==> src/rtl/avalon_mm_copy_master.sv <==
// Avalon-MM initiator that copies word_count 32-bit words from src to dst,
// one single-word read then write at a time through a one-word holding buffer.
module avalon_mm_copy_master #(
  parameter int ADDR_W = 32,
  parameter int LEN_W  = 16
) (
  input  logic              clk,
  input  logic              reset,
  input  logic              start,
  input  logic [ADDR_W-1:0] src_addr,
  input  logic [ADDR_W-1:0] dst_addr,
  input  logic [LEN_W-1:0]  word_count,
  output logic              busy,
  output logic              done,
  output logic [ADDR_W-1:0] avm_address,
  output logic              avm_read,
  output logic              avm_write,
  output logic [3:0]        avm_byteenable,
  output logic [31:0]       avm_writedata,
  input  logic              avm_waitrequest,
  input  logic [31:0]       avm_readdata,
  input  logic              avm_readdatavalid
);

  typedef enum logic [2:0] {
    IDLE    = 3'd0,
    RD_REQ  = 3'd1,
    RD_WAIT = 3'd2,
    WR_REQ  = 3'd3,
    DONE    = 3'd4
  } state_t;

  state_t            state, state_nxt;
  logic [ADDR_W-1:0] src, dst;
  logic [LEN_W-1:0]  remaining;
  logic [31:0]       buffer;

  always_ff @(posedge clk) begin
    if (reset) begin
      state     <= IDLE;
      src       <= '0;
      dst       <= '0;
      remaining <= '0;
    end else begin
      state <= state_nxt;
      if (state == IDLE && start) begin
        src       <= src_addr & ~ADDR_W'(3);
        dst       <= dst_addr & ~ADDR_W'(3);
        remaining <= word_count;
      end else if (state == WR_REQ && !avm_waitrequest) begin
        // Address wrap at the top of the space is intentional and silent.
        src       <= src + ADDR_W'(4);
        dst       <= dst + ADDR_W'(4);
        remaining <= remaining - LEN_W'(1);
      end
    end
  end

  // Holding buffer is pure data; it is gated off the bus outside WR_REQ.
  always_ff @(posedge clk) begin
    if (state == RD_WAIT && avm_readdatavalid) buffer <= avm_readdata;
  end

  always_comb begin
    state_nxt      = state;
    busy           = 1'b0;
    done           = 1'b0;
    avm_address    = '0;
    avm_read       = 1'b0;
    avm_write      = 1'b0;
    avm_byteenable = 4'h0;
    avm_writedata  = '0;
    case (state)
      IDLE: begin
        if (start) state_nxt = (word_count == '0) ? DONE : RD_REQ;
      end
      RD_REQ: begin
        busy           = 1'b1;
        avm_read       = 1'b1;
        avm_address    = src;
        avm_byteenable = 4'hF;
        if (!avm_waitrequest) state_nxt = RD_WAIT;
      end
      RD_WAIT: begin
        busy = 1'b1;
        if (avm_readdatavalid) state_nxt = WR_REQ;
      end
      WR_REQ: begin
        busy           = 1'b1;
        avm_write      = 1'b1;
        avm_address    = dst;
        avm_writedata  = buffer;
        avm_byteenable = 4'hF;
        if (!avm_waitrequest) state_nxt = (remaining == LEN_W'(1)) ? DONE : RD_REQ;
      end
      DONE: begin
        done      = 1'b1;
        state_nxt = IDLE;
      end
      default: state_nxt = IDLE;
    endcase
  end

endmodule

==> config.mk <==
export PLATFORM = sky130hd
export DESIGN_NAME = avalon_mm_copy_master
export DESIGN_NICKNAME = d
export VERILOG_FILES = /design/src/rtl/avalon_mm_copy_master.sv
export SDC_FILE = /design/constraint.sdc
export NUM_CORES = 1
export LEC_CHECK = 0
export BUFFER_PORTS_ARGS = -buffer_cell sky130_fd_sc_hd__buf_2
export CAP_MARGIN = 40
export CORE_MARGIN = 2
export CORE_UTILIZATION = 45
export DETAILED_ROUTE_END_ITERATION = 10
export GPL_ROUTABILITY_DRIVEN = 0
export PLACE_DENSITY_LB_ADDON = 0.05
export SLEW_MARGIN = 5
export SYNTH_ARGS = -nofsm -noshare
export SYNTH_HDL_FRONTEND = slang
export SYNTH_SLANG_ARGS = --single-unit
export TNS_END_PERCENT = 100
==> constraint.sdc <==
create_clock -name clk -period 4 [get_ports clk]
set_input_delay 0.2 -clock clk [delete_from_list [all_inputs] [get_ports clk]]
set_output_delay 0.2 -clock clk [all_outputs]
set_load 0.05 [all_outputs]
==> qor_table.md <==
| Quantity | This run |
| --- | --- |
| Result of the run | finished, final reports clean |
| # clock sinks | 111 |
| Post-route cell area | 7620 um^2 |
| Number of top-level pins | 189 |
| Final net count | 1005 |
| Peak VDD IR | 0.000298 V |
| Placed wire-length estimate | 12900 um |
| Placed instance area | 7180 um^2 |
| Cell count after placement | 1035 |
| Worst path max stage delay | 0.67 ns |
| Wire length of the first global-routing pass | 29300 um |
| Antenna viol nets, final | 0 |
| Core area | 13300 um^2 |
| Relative slew margins | 44.5% |
| Worst slew pin tran | 0.825 ns |
| GR Util met3 | 3.54% |
| Setup TNS | 0 ns |
| Post-placement setup slack | 1.41 ns |
| Synthesized instance count | 719 |
| Total routing resource utilization after global routing | 25.3% |
| Largest area contributor in the synthesized netlist | dfxtp_1 |
| Vias in the first global route | 5779 |
| Count of max-cap constraint violations | 0 |
| Remaining DRCs | 0 |
| Finish-stage setup viols | 0 |
| Share of layout cells above drive strength 1 | 25.9% |
| Slowest stage cell on the critical path | buf_4 |
| Post-synth EDFFs | 32 |
| Pwr Total | 0.00324 W |
| Share of the synthesized area in the top cell type | 25.8% |
| Count of standard-cell rows | 42 |
| Count of buffers from port buffering | 182 |
| Violation count after the first detailed-routing iteration | 521 |
| Die span in x | 121 um |
| Worst min-delay path category | primary input to register |
| Pin count of the biggest net entering global routing | 61 |
| Count of buffers added by post-CTS timing repair for setup | 0 |
| Count of H-tree levels built during CTS | 3 |
| Power per cell area | 425 nW/um^2 |
| Via count normalized by instance count | 5.75 |
| Worst Skew | 0.00658 ns |
| Upper clock frequency limit | 0.380 GHz |
| Met1 track utilization from global routing | 36.2% |
| Most common cell type on the critical path | buf_4 |
| Most Used Layer, Global Route | met2 |
| Number of standard cells in the final layout excluding fillers | 1065 |
| Total wire length | 18400 um |
| Share of the cycle needed by the critical path after routing | 65.8% |
| Total inserted antenna cells | 0 |
| Final number of hold-violating endpoints | 0 |
| Prevailing post-synth register cell | dfxtp_1 |
| Effective utilization at floorplan | 46.1% |
| Unrepaired setup endpoints after global routing | no |
| Flip-flop and latch count after synthesis | 111 |
| Cells along the critical path | buf_4 -> nor4b_2 -> nor2_2 -> buf_4 -> a22oi_1 -> o22ai_1 |
| Asr flop ratio synth | 0% |
| Average instance area after synthesis | 8.53 um^2 |
| Post-route minimum period | 2.63 ns |
| Yosys warning total | 0 |
| Leakage power | 3.02 nW |
| TritonCTS buffer count | 9 |
| CP bufs+invs | 2 |
| Wirelength per Cell | 17.3 um |
| Crit-path leading delay family | buffers and inverters |
| Clock tree from TritonCTS | built |
| Clock latency reported for the late side of the worst-skew pair | 0.36 ns |
| Most area-consuming cells after synthesis | dfxtp_1 (26%), edfxtp_1 (16%), nor2_1 (5.9%) |
| Number of detailed-route iterations in the first pass | 6 |
| Maximum root-to-sink buffer count | 2 |
| Critical path startpoint category | register |
| Library cells used by synthesis | 62 |
| Total congestion overflow after global routing | 0 |
| Max-slew violation count | 0 |
| Synth Cell Area | 6130 um^2 |
| Met2 Resource Use GR | 39.7% |
| Kind of end point of the critical path | register |
| Category of the most critical setup path | register to register |
| Initial antenna violation count | 0 |
| Fin worst setup slack | 1.37 ns |
| Die outline height | 121 um |
| Critical path arrival | 2.91 ns |
| Clock Root Buffer | clkbuf_16 |
| CP Data Required Time | 4.28 ns |
| Die footprint | 14600 um^2 |
| # resized after CTS | 0 |
| Register clock-pin slew on the reported worst setup and hold paths | 0.08 ns |
| CP Max Fanout | 60 |
| Synth-to-Final Area Change | 24.4% |
| Vias after detailed routing | 6122 |
| Seq/Total Area, Yosys | 41.5% |
-- state kept, by name, summed over array words and instances (netlist names) --
signal / cells
src: 30
dst: 30
remaining: 16
buffer: 32
state: 3
-- cells by family (layout without fill, tap and decap cells) --
| logic type | Yosys count | count (layout) | share of synthesized area (%) |
|---|---|---|---|
| buffers and inverters | 75 | 244 | 4.98 |
| multiplexers | 32 | 32 | 5.25 |
| XOR/XNOR | 34 | 34 | 4.86 |
| AND/OR/NAND/NOR | 315 | 315 | 26.7 |
| other | 1 | 2 | 0.0612 |
| flip-flops | 111 | 111 | 41.5 |
| adder cells (fa/ha/maj) | 4 | 4 | 0.817 |
| AO/OA/AOI/OAI | 147 | 147 | 15.8 |
-- report_power, final --
| group | internal (W) | switching [W] |
|---|---|---|
| clock | 0.000495 | 0.000448 |
| sequential | 0.00127 | 0.000152 |
| combinational | 0.000296 | 0.000577 |
-- timing repair --
item	CTS	global route
setup endpoints to repair	0	0
hold endpoints to repair	10	4
hold buffers	10	4
-- routing by layer --
layer,vias to the layer above,share of wire (%)
li1,2990,-
met4,0,1.3
met1,2898,46
met3,16,5.9
met5,-,0
met2,218,47
-- path summary, 6_finish.rpt --
kind	start	to	slack [ns]	depth (start not counted)
worst min-delay path	avm_readdata[15]	buffer[15]	0.01	1
worst max-delay path	state[1]	dst[30]	1.37	6
worst max register to register	state[1]	dst[30]	1.37	6
worst min register to register	dst[8]	dst[8]	0.49	2
-- placed cells by master (no fill, tap or decap), types with 3 or more instances in the layout --
cell type,Yosys,layout
nor4_2,3,3
nand2_1,53,53
clkbuf_16,0,9
nand3_1,30,30
or4_1,8,8
dfxtp_1,79,78
edfxtp_1,32,32
inv_1,13,13
xor2_1,15,15
mux2i_1,31,31
a21oi_1,32,32
a211oi_1,25,25
o21ai_1,7,7
nor3_1,12,11
and3_1,38,38
o311ai_0,3,3
buf_2,4,183
nor4_1,20,20
a31oi_1,17,17
a22oi_1,17,17
buf_4,5,14
nor3_2,3,4
o21ai_0,9,9
o22ai_1,12,12
a32oi_1,4,4
nand4_1,22,22
dlygate4sd3_1,0,14
ha_1,4,4
nand2b_1,3,3
xnor2_1,19,19
a221oi_1,4,4
o211ai_1,6,6
nor2_1,97,96
or3_1,6,6
-- per-stage QoR --
stage / hold WS (ns) / utilization [%]
2_1_floorplan: 0.299 / -
3_3_place_gp: 0.376 / 53.6
3_5_place_dp: 0.378 / 54.0
4_1_cts: 0.0000498 / 57.0
5_1_grt: 0.00308 / 57.3
6_report: 0.0101 / 57.3
-- cell usage after synthesis, types with 3 or more instances --
master	n
mux2i_1	31
dfxtp_1	79
nand3_1	30
nand2b_1	3
nand2_1	53
nor3_1	12
a21oi_1	32
nor3_2	3
a32oi_1	4
and3_1	38
nand4_1	22
or4_1	8
nor2_1	97
o311ai_0	3
clkbuf_1	46
inv_1	13
ha_1	4
o21ai_1	7
nor4_1	20
or3_1	6
buf_4	5
xor2_1	15
xnor2_1	19
a221oi_1	4
o22ai_1	12
a31oi_1	17
nor4_2	3
edfxtp_1	32
buf_2	4
o211ai_1	6
a211oi_1	25
a22oi_1	17
o21ai_0	9
buf_1	5
-- final cells by class --
| type | instances | area [um^2] |
|---|---|---|
| Inverter | 15 | 56.3 |
| Clock buffer | 9 | 225 |
| Tap cell | 176 | 220 |
| Clock inverter | 7 | 78.8 |
| Fill cell | 1264 | 5670 |
| Multi-Input combinational cell | 534 | 3300 |
| Sequential cell | 111 | 2540 |
| Timing Repair Buffer | 213 | 1200 |
No activity file was read; power rests on OpenSTA's default activity.
